**src/rtl/mac_sequencer.sv**
```systemverilog
// Dot-product sequencer driving an external d = a*b + c multiply-add datapath.
// Optional build macro MAC_SEQ_SATURATE_EN: saturate the accumulator instead of wrapping.
module mac_sequencer #(
   parameter int LEN_W = 4,
   parameter int ACC_W = 16
) (
   input  logic             clk,
   input  logic             rst_n,
   input  logic             start,
   input  logic [LEN_W-1:0] len,
   input  logic             in_valid,
   input  logic [7:0]       in_a,
   input  logic [7:0]       in_b,
   output logic             in_ready,
   output logic [7:0]       ma_a,
   output logic [7:0]       ma_b,
   output logic [ACC_W-1:0] ma_c,
   input  logic [ACC_W-1:0] ma_d,
   output logic             busy,
   output logic             done,
   output logic [ACC_W-1:0] result,
   output logic             ovf
);

   typedef enum logic [1:0] {
      S_IDLE,
      S_RUN,
      S_DONE
   } state_t;

   state_t           r_state;
   state_t           w_next_state;
   logic             w_transfer;
   logic             w_last;
   logic             w_wrap;
   logic [ACC_W-1:0] w_acc_upd;
   logic [ACC_W-1:0] r_acc;
   logic [LEN_W-1:0] r_remaining;
   logic [ACC_W-1:0] r_result;
   logic             r_ovf;

   // a*b never exceeds 0xFE01, so a sum smaller than the old addend means a wrap.
   assign w_wrap = (ma_d < r_acc);

`ifdef MAC_SEQ_SATURATE_EN
   assign w_acc_upd = (w_wrap || (r_acc == '1)) ? '1 : ma_d;
`else
   assign w_acc_upd = ma_d;
`endif

   assign w_transfer = (r_state == S_RUN) && in_valid;
   assign w_last     = (r_remaining == LEN_W'(1));

   always_ff @(posedge clk or negedge rst_n) begin
      if (!rst_n) begin
         r_state <= S_IDLE;
      end else begin
         r_state <= w_next_state;
      end
   end

   always_comb begin
      // NOTE: default first so every path assigns w_next_state and no latch is inferred.
      w_next_state = r_state;
      case (r_state)
         S_IDLE: begin
            if (start) begin
               w_next_state = (len != '0) ? S_RUN : S_DONE;
            end
         end
         S_RUN: begin
            if (w_transfer && w_last) begin
               w_next_state = S_DONE;
            end
         end
         S_DONE:  w_next_state = S_IDLE;
         default: w_next_state = S_IDLE;
      endcase
   end

   always_ff @(posedge clk or negedge rst_n) begin
      if (!rst_n) begin
         r_acc       <= '0;
         r_remaining <= '0;
         r_result    <= '0;
         r_ovf       <= 1'b0;
      end else begin
         case (r_state)
            S_IDLE: begin
               if (start) begin
                  r_acc       <= '0;
                  r_ovf       <= 1'b0;
                  r_remaining <= len;
                  if (len == '0) begin
                     r_result <= '0;
                  end
               end
            end
            S_RUN: begin
               if (w_transfer) begin
                  r_acc       <= w_acc_upd;
                  r_remaining <= r_remaining - LEN_W'(1);
                  r_ovf       <= r_ovf | w_wrap;
                  // Result is captured on entry to DONE so it is valid alongside done.
                  if (w_last) begin
                     r_result <= w_acc_upd;
                  end
               end
            end
            default: ;
         endcase
      end
   end

   assign in_ready = (r_state == S_RUN);
   assign ma_a     = (r_state == S_RUN) ? in_a : 8'h00;
   assign ma_b     = (r_state == S_RUN) ? in_b : 8'h00;
   assign ma_c     = r_acc;
   assign busy     = (r_state != S_IDLE);
   assign done     = (r_state == S_DONE);
   assign result   = r_result;
   assign ovf      = r_ovf;

endmodule
```
**config.mk**
```make
export PLATFORM = sky130hd
export DESIGN_NAME = mac_sequencer
export DESIGN_NICKNAME = d
export VERILOG_FILES = /design/src/rtl/mac_sequencer.sv
export SDC_FILE = /design/constraint.sdc
export NUM_CORES = 1
export LEC_CHECK = 0
export BUFFER_PORTS_ARGS = -buffer_cell sky130_fd_sc_hd__buf_2
export CORE_MARGIN = 2
export CORE_UTILIZATION = 52
export DETAILED_ROUTE_END_ITERATION = 10
export PLACE_DENSITY_LB_ADDON = 0.15
export SLEW_MARGIN = 20
export SYNTH_ARGS = -nofsm -noshare
export SYNTH_HDL_FRONTEND = slang
export SYNTH_SLANG_ARGS = --single-unit
```
**constraint.sdc**
```tcl
create_clock -name clk -period 2.2 [get_ports clk]
set_input_delay 0.33 -clock clk [delete_from_list [all_inputs] [get_ports clk]]
set_output_delay 0.33 -clock clk [all_outputs]
set_load 0.01 [all_outputs]
```
**Word-level counts from Yosys, hierarchy flattened**

Index checks and enable logic that the tools add are counted.
W data, S select, Z words.

- $add $sub $neg: 1
- Multiply operators: 0
- Div/mod/pow operators: 0
- Magnitude comparators: 1
- Equality and inequality tests: 8
- Shift-type cells: 0
- Muxes and demuxes: 20
- Bitwise operators: 1
- Reduce and logical (&&, ||, !) cells: 10

Operators by type and width:

| operator | count |
|---|---|
| $mux W16 | 6 |
| $pmux W16 S2 | 2 |
| $lt A16 B16 Y1 | 1 |
| $mux W8 | 2 |
| $mux W4 | 2 |
| $pmux W4 S2 | 1 |
| $mux W2 | 3 |
| $ne A2 B1 Y1 const B | 3 |
| $reduce_and A5 Y1 | 1 |
| $eq A4 B1 Y1 const B | 1 |
| $logic_not A4 Y1 | 1 |
| $ne A2 B2 Y1 const B | 2 |
| $pmux W2 S2 | 1 |
| $reduce_bool A2 Y1 | 2 |
| $reduce_bool A4 Y1 | 1 |
| $sub A4 B1 Y4 const B | 1 |
| $reduce_and A3 Y1 | 1 |
| $eq A2 B1 Y1 const B | 1 |
| $eq A2 B2 Y1 const B | 1 |
| $logic_and A1 B1 Y1 | 2 |
| $logic_not A2 Y1 | 1 |
| $mux W1 | 2 |
| $pmux W1 S2 | 1 |
| $reduce_and A2 Y1 | 1 |
| $or A1 B1 Y1 | 1 |

- Register bits after elaboration: 39
- Latch bits: 0
- RAM bits: 0
- Memory bits (read-only): 0
- Input port bits: 40
- Output and inout bits: 52
- Word-level logic and storage cells: 46
- Memories kept: 0

**Longest topological paths before layout**

Gate-level depths: netlist (run 1).

- Word-level depth: 5
- Mapped depth: 7
- Mapped depth without buffers: 6

**Worst setup path after synthesis (run 1)**

Ideal clock, no wire load.

- Kind: flip-flop to flip-flop
- Start point: reg r_remaining[0]
- End point: reg r_result[10] (netlist: result[10])
- Library setup time: 134 ps
- Arrival: 1347 ps
- Setup slack: 719 ps
- Stages on the path, launching flop included: 6
- Buffers on the path: 1
- Clock period less this slack: 1481 ps
- Cell sequence: dfrtp_1 ha_1 and4bb_2 a22oi_2 buf_2 o31ai_1

- Longest elaborated chain between the ends: 3

Ends and longest elaborated chain:

| element | line | source |
|---|---|---|
| start, declared | 38 | `logic [LEN_W-1:0] r_remaining;` |
| start signal, assigned | 93 | `r_remaining <= len;` |
| start signal, assigned | 102 | `r_remaining <= r_remaining - LEN_W'(1);` |
| $eq A4 B1 Y1 | 52 | `assign w_last = (r_remaining == LEN_W'(1));` |
| $ne A2 B1 Y1 (no source line) | - |  |
| $reduce_and A5 Y1 (no source line) | - |  |
| end signal, assigned | 106 | `r_result <= w_acc_upd;` |
| end, declared | 39 | `logic [ACC_W-1:0] r_result;` |

Every way passes these cells.
A chain may end at the register's enable or synchronous reset.

**Final worst setup path (run 1)**

- Start point: reg r_state[0]
- End point: out ma_a[0]

- Longest elaborated chain between the ends: 2

Ends and longest elaborated chain:

| element | line | source |
|---|---|---|
| start, declared | 31 | `state_t r_state;` |
| start signal, assigned | 58 | `r_state <= w_next_state;` |
| $eq A2 B1 Y1 | 116 | `assign ma_a = (r_state == S_RUN) ? in_a : 8'h00;` |
| $mux W8 | 116 |  |
| end, declared | 15 | `output logic [7:0] ma_a,` |

Every way passes these cells.

==> results.yml, run 1 <==
outcome:
  status: "completed"
critical_path:
  rr_endpoint: "result[0]$_DFFE_PN0P_"
  cpPeakStageDelay_ns: 0.60
  cpMaxStageDelayCell: "dfrtp_1"
  cp.depth: 4
  reg2regPathDepth: 6
  cp-start-kind: "register"
  arrival_ns: 1.66
  reg2reg_from: "r_remaining[0]$_DFFE_PN0P_"
  crit_chain: "and2b_1, buf_4, and2_1, buf_2"
  end_kind: "output port"
  cp_top_family: "flip-flops"
  worstSetupPathType: "register to output port"
  required_ns: 1.87
  rrSetupSlack_ns: 0.47
  critPathBufInv: 2
  critPathMaxFanout: 26
global_route:
  grt.total_usage_pct: 23.26
  gr-total-overflow: 0
  antenna_found_initial: 0
  grt_pass1_vias: 1973
  grt_start_max_net_pins: 40
  grt_pass1_wl_um: 9190
clocking:
  cts_root_buffer: "clkbuf_8"
  clk_latency_ns: 0.29
  cts_buffer_depth: 2
  htree_levels: 2
  post_cts_buffers: 0
  postCtsResizedCells: 0
  numCtsBuffers: 5
  cts_hold_buffers: 0
  cts_tree: "done"
  clk_pin_slew_ns: 0.08
  cts_sinks: 39
place:
  place_ws_ns: 0.4779
  io_buffers: 91
  hpwl_um: 3999
  place_inst: 378
  place_congestion: 0.8492
  place_area_sq_um: 2720
layout:
  drive_above_1_share_pct: 33.63
  antenna-diode-count: 0
  nets: 392
  fill_cells: 335
  final_cell_mix: "buf_2, dfrtp_1, o21ai_0"
  finish.instance_area_sq_um: 2801
  fin_cells: 386
  area_growth_pct: 25.93
  final_common_cell: "buf_2"
power:
  cellPowerDensity_nw_per_um2: 1240
  max-vdd-ir-drop_mv: 0.5960
  p_leak_nw: 1.451
timing:
  fin_crit_sh_pct: 90.36
  timing.hold.ws_ns: 0.1571
  fin_crit_ns: 1.988
  slew-limit-headroom_pct: 40.47
  tightestPinTransition_ns: 0.8930
  finClkSkew_ns: 0.009549
  fmax_mhz: 503.1
  setup_tns_ns: 0
  grt_setup_unrepaired: "no"
  finalSetupViolations: 0
  finalHoldViolations: 0
  finalWorstSetupSlack_ns: 0.2122
  drv_slew: 0
detailed_routing:
  dr.pass1.iters: 4
  routed_wl_um: 5350
  vias_per_cell: 5.394
  avgRoutedWirePerCell_um: 13.86
  vias: 2082
  first_iter_violations: 120
  ant_nets: 0
  drc: 0
synth:
  yosysTopAreaCell: "dfrtp_1"
  ys_ff_latch: 39
  yosysSeqAreaShare_pct: 43.87
  ys.flop_type: "dfrtp_1"
  synth_cell_types: 35
  syn_area_sq_um: 2225
  syn_avg_cell_area_sq_um: 9.043
  synth-simple-area-share_pct: 19.01
  yosys.area_share.adder_pct: 9.561
  synth_mux_area_share_pct: 0.4499
  synth_cells: 246
  synth_top_family_by_area: "compound AO/OA/AOI/OAI gates"
  synth_top_area_share_pct: 43.87
  synth_compound_area_share_pct: 20.53
  synthXorXnorAreaFrac_pct: 0
  synth-async-reset-ratio_pct: 100.0
  synth-edff-count: 0
  synth_nets: 303
  synth_area_leaders: "dfrtp_1, ha_1, o21ai_0"
  ys_warn_count: 0
floorplan:
  die_area_sq_um: 4817
  start_util_pct: 54.83
  pin_count: 92
  dieHeight_um: 69.41
  row_count: 23
  die-width_um: 69.41
  core-area_sq_um: 4058
hold_path:
  worst_hold_path_type: "primary input to async pin"
flow_run:
  max_cap_viol_count: 0
==> metrics by stage <==
stage | power [mW] | util, %
final | 3.473 | 69.04
after global routing | 3.798 | 69.04
after global placement | 2.955 | 67.04
after detailed placement | 3.027 | 67.04
after floorplan | 2.350 | -
after CTS | 3.504 | 69.04
==> cell usage after synthesis, types with 2 or more instances <==
library cell and number:
nor2b_1 5, inv_1 19, a21o_1 2, dfrtp_1 39, o31ai_1 17, and2_1 16
buf_2 6, o21ai_1 4, clkbuf_1 8, buf_4 2, nand4_1 2, a21oi_1 7
o21ai_0 33, nand2_1 27, nand2b_1 2, o22ai_1 2, nor3_1 2, or2_2 3
ha_1 17, nor2_1 3, nand3_1 16
==> how the worst max path moves through the flow <==
stage	start	endpoint	slack (ns)
final	r_state[0]$_DFFE_PN0P_	ma_a[0]	0.21
after global routing	r_state[0]$_DFFE_PN0P_	ma_a[0]	0.07
after CTS	r_state[0]$_DFFE_PN0P_	ma_a[0]	0.21
after detailed placement	ma_d[1]	ovf$_DFFE_PN0P_	0.48
after global placement	ma_d[1]	ovf$_DFFE_PN0P_	0.51
after floorplan	r_remaining[0]$_DFFE_PN0P_	result[10]$_DFFE_PN0P_	0.72
==> layer usage <==
metal / wire length, um / vias up / part of all wire [%] / track usage [%]
li1: - / 1035 / - / -
met1: 2505 / 977 / 47 / 32.87
met2: 2541 / 67 / 47 / 37.50
met3: 284 / 3 / 5.3 / 4.506
met4: 19 / 0 / 0.36 / 4.575
met5: 0 / - / 0 / 0
==> final cells by class <==
class	count	area (sq um)	share of cell area, %
clock buffers	7	76.32	2.724
multi-input cells	172	1102	39.35
well taps	50	62.56	2.233
inverters	19	71.32	2.546
clock inverters	1	5.005	0.1787
repair buffers	98	508.0	18.13
flip-flops and latches	39	975.9	34.84
==> registers in the layout (all words and copies together), names as in the netlist <==
register,count
ma_c,16
ovf,1
r_remaining,4
r_state,2
result,16
==> where the power goes <==
group	total, mW	internal (mW)	switching, mW
sequential	1.21	1.02	0.193
combinational	1.79	0.763	1.03
clock	0.470	0.223	0.247
==> cell families after synthesis <==
group / after synthesis
AO/OA/AOI/OAI: 73
adder cells (fa/ha/maj): 17
buffers and inverters: 35
flip-flops: 39
multiplexers: 1
AND/OR/NAND/NOR: 81
(Power assumes the default switching activity.)
==> run 2: changes to the inputs <==
==> constraint.sdc (replaced) <==
create_clock -name clk -period 2.2 [get_ports clk]
set_input_delay 0.44 -clock clk [delete_from_list [all_inputs] [get_ports clk]]
set_output_delay 0.44 -clock clk [all_outputs]
set_load 0.01 [all_outputs]
==> results.yml, run 2 (synthesis results as in run 1) <==
critical_path:
  end_kind: "output port"
  cp-start-kind: "register"
  cpPeakStageDelay_ns: 0.55
  required_ns: 1.76
  critPathMaxFanout: 29
  rrSetupSlack_ns: 0.48
  cpMaxStageDelayCell: "dfrtp_1"
  worstSetupPathType: "register to output port"
  crit_chain: "and2b_1, buf_4, and2_1, buf_2"
  arrival_ns: 1.61
outcome:
  status: "completed"
timing:
  setup_tns_ns: 0
  fmax_mhz: 488.5
  tightestPinTransition_ns: 0.6282
  grt_setup_unrepaired: "no"
  fin_crit_ns: 2.047
  fin_crit_sh_pct: 93.06
  slew-limit-headroom_pct: 57.04
  finalSetupViolations: 0
  finClkSkew_ns: 0.005993
  finalHoldViolations: 0
  drv_slew: 0
clocking:
  htree_levels: 2
  numCtsBuffers: 5
  postCtsResizedCells: 0
  cts_hold_buffers: 0
  cts_root_buffer: "clkbuf_8"
  post_cts_buffers: 0
  cts_sinks: 39
  cts_tree: "done"
  clk_latency_ns: 0.30
  clk_pin_slew_ns: 0.07
  cts_buffer_depth: 2
global_route:
  antenna_found_initial: 0
  grt.total_usage_pct: 22.94
  grt_start_max_net_pins: 40
  grt_pass1_vias: 1968
  gr-total-overflow: 0
  grt_pass1_wl_um: 9059
detailed_routing:
  routed_wl_um: 5388
  ant_nets: 0
  first_iter_violations: 127
  vias: 2079
  drc: 0
  met2_length_um: 2532
  route.met3.wl_um: 291
  routed.top_layer: "met4"
  dr.pass1.iters: 4
  avgRoutedWirePerCell_um: 13.89
  vias_per_cell: 5.358
  met1_length_um: 2518
power:
  cellPowerDensity_nw_per_um2: 1275
  design_power_total_mw: 3.654
  seqPwrFrac_pct: 33.0
  p_sw_mw: 1.482
  swShare_pct: 40.56
  clkPwrFrac_pct: 17.1
  p_leak_nw: 1.485
  internal_power_mw: 2.172
  p_comb_share_pct: 49.9
  max-vdd-ir-drop_mv: 0.6137
layout:
  fill_cells: 331
  nets: 394
  multi_input_area_sq_um: 1102
  area_growth_pct: 28.80
  antenna-diode-count: 0
  final_cell_mix: "buf_2, dfrtp_1, o21ai_0"
  drive_above_1_share_pct: 34.62
  register_area_sq_um: 975.9
  final_common_cell: "buf_2"
hold_path:
  worst_hold_path_type: "primary input to async pin"
floorplan:
  start_util_pct: 54.83
  dieHeight_um: 69.41
  row_count: 23
  core-area_sq_um: 4058
  pin_count: 92
  die-width_um: 69.41
  die_area_sq_um: 4817
flow_run:
  max_cap_viol_count: 0
place:
  hpwl_um: 4030
  io_buffers: 91
  place_congestion: 0.8113
-- run 2: cell count changes in the layout (fill, tap and decap cells not counted), sizes merged --
cell and change:
buf +2, bufinv +1, clkbuf -1
-- run 2: worst max-delay path, delay by kind of cell (launching register included) --
kind / cells / cell delay [ns]
simple gates: 2 / 0.37
flops: 1 / 0.55
buf+inv: 2 / 0.39
-- run 2: per-stage QoR --
step | util [%] | cell area [sq um] | hold slack, ns | setup slack [ns] | instances
after floorplan | - | 2225 | 0.1444 | 0.6326 | 246
after global placement | 67.72 | 2748 | 0.4689 | 0.3841 | 380
after detailed placement | 67.72 | 2748 | 0.4867 | 0.3337 | 380
after CTS | 70.61 | 2865 | 0.2031 | 0.1426 | 388
after global routing | 70.61 | 2865 | 0.2180 | 0.02944 | 388
final | 70.61 | 2865 | 0.1809 | 0.1527 | 388
-- run 2: power groups by stage --
stage / logic [mW] / clock network, mW / registers [mW]
4_1_cts: 1.84 / 0.640 / 1.21
2_1_floorplan: 1.03 / 0 / 1.32
6_report: 1.82 / 0.626 / 1.20
3_3_place_gp: 1.78 / 0 / 1.20
5_1_grt: 2.05 / 0.678 / 1.25
3_5_place_dp: 1.83 / 0 / 1.22
-- run 2: path summary, 6_finish.rpt --
check / from / endpoint / depth (start not counted)
worst max-delay path: r_state[0]$_DFFE_PN0P_ / ma_b[1] / 4
worst min-delay path: rst_n / ma_c[0]$_DFFE_PN0P_ / 2
worst max register to register: r_remaining[0]$_DFFE_PN0P_ / result[15]$_DFFE_PN0P_ / 6
worst min register to register: result[2]$_DFFE_PN0P_ / result[2]$_DFFE_PN0P_ / 2
max in group asynchronous: rst_n / ma_c[6]$_DFFE_PN0P_ / 2
min in group clk: ma_d[0] / result[0]$_DFFE_PN0P_ / 3
-- run 2: routing by layer --
layer,vias up,track usage [%]
met5,-,0
met2,65,37.18
met4,0,4.575
met3,5,5.814
li1,1043,-
met1,966,31.33
-- run 2: final cells by class --
type                            instances  share of cell area [%]
Clock buffer                            6                   2.882
Clock inverter                          2                   1.223
Inverter                               19                   2.489
Multi-Input combinational cell        172                   38.47
Sequential cell                        39                   34.06
Tap cell                               50                   2.183
Timing Repair Buffer                  100                   18.69
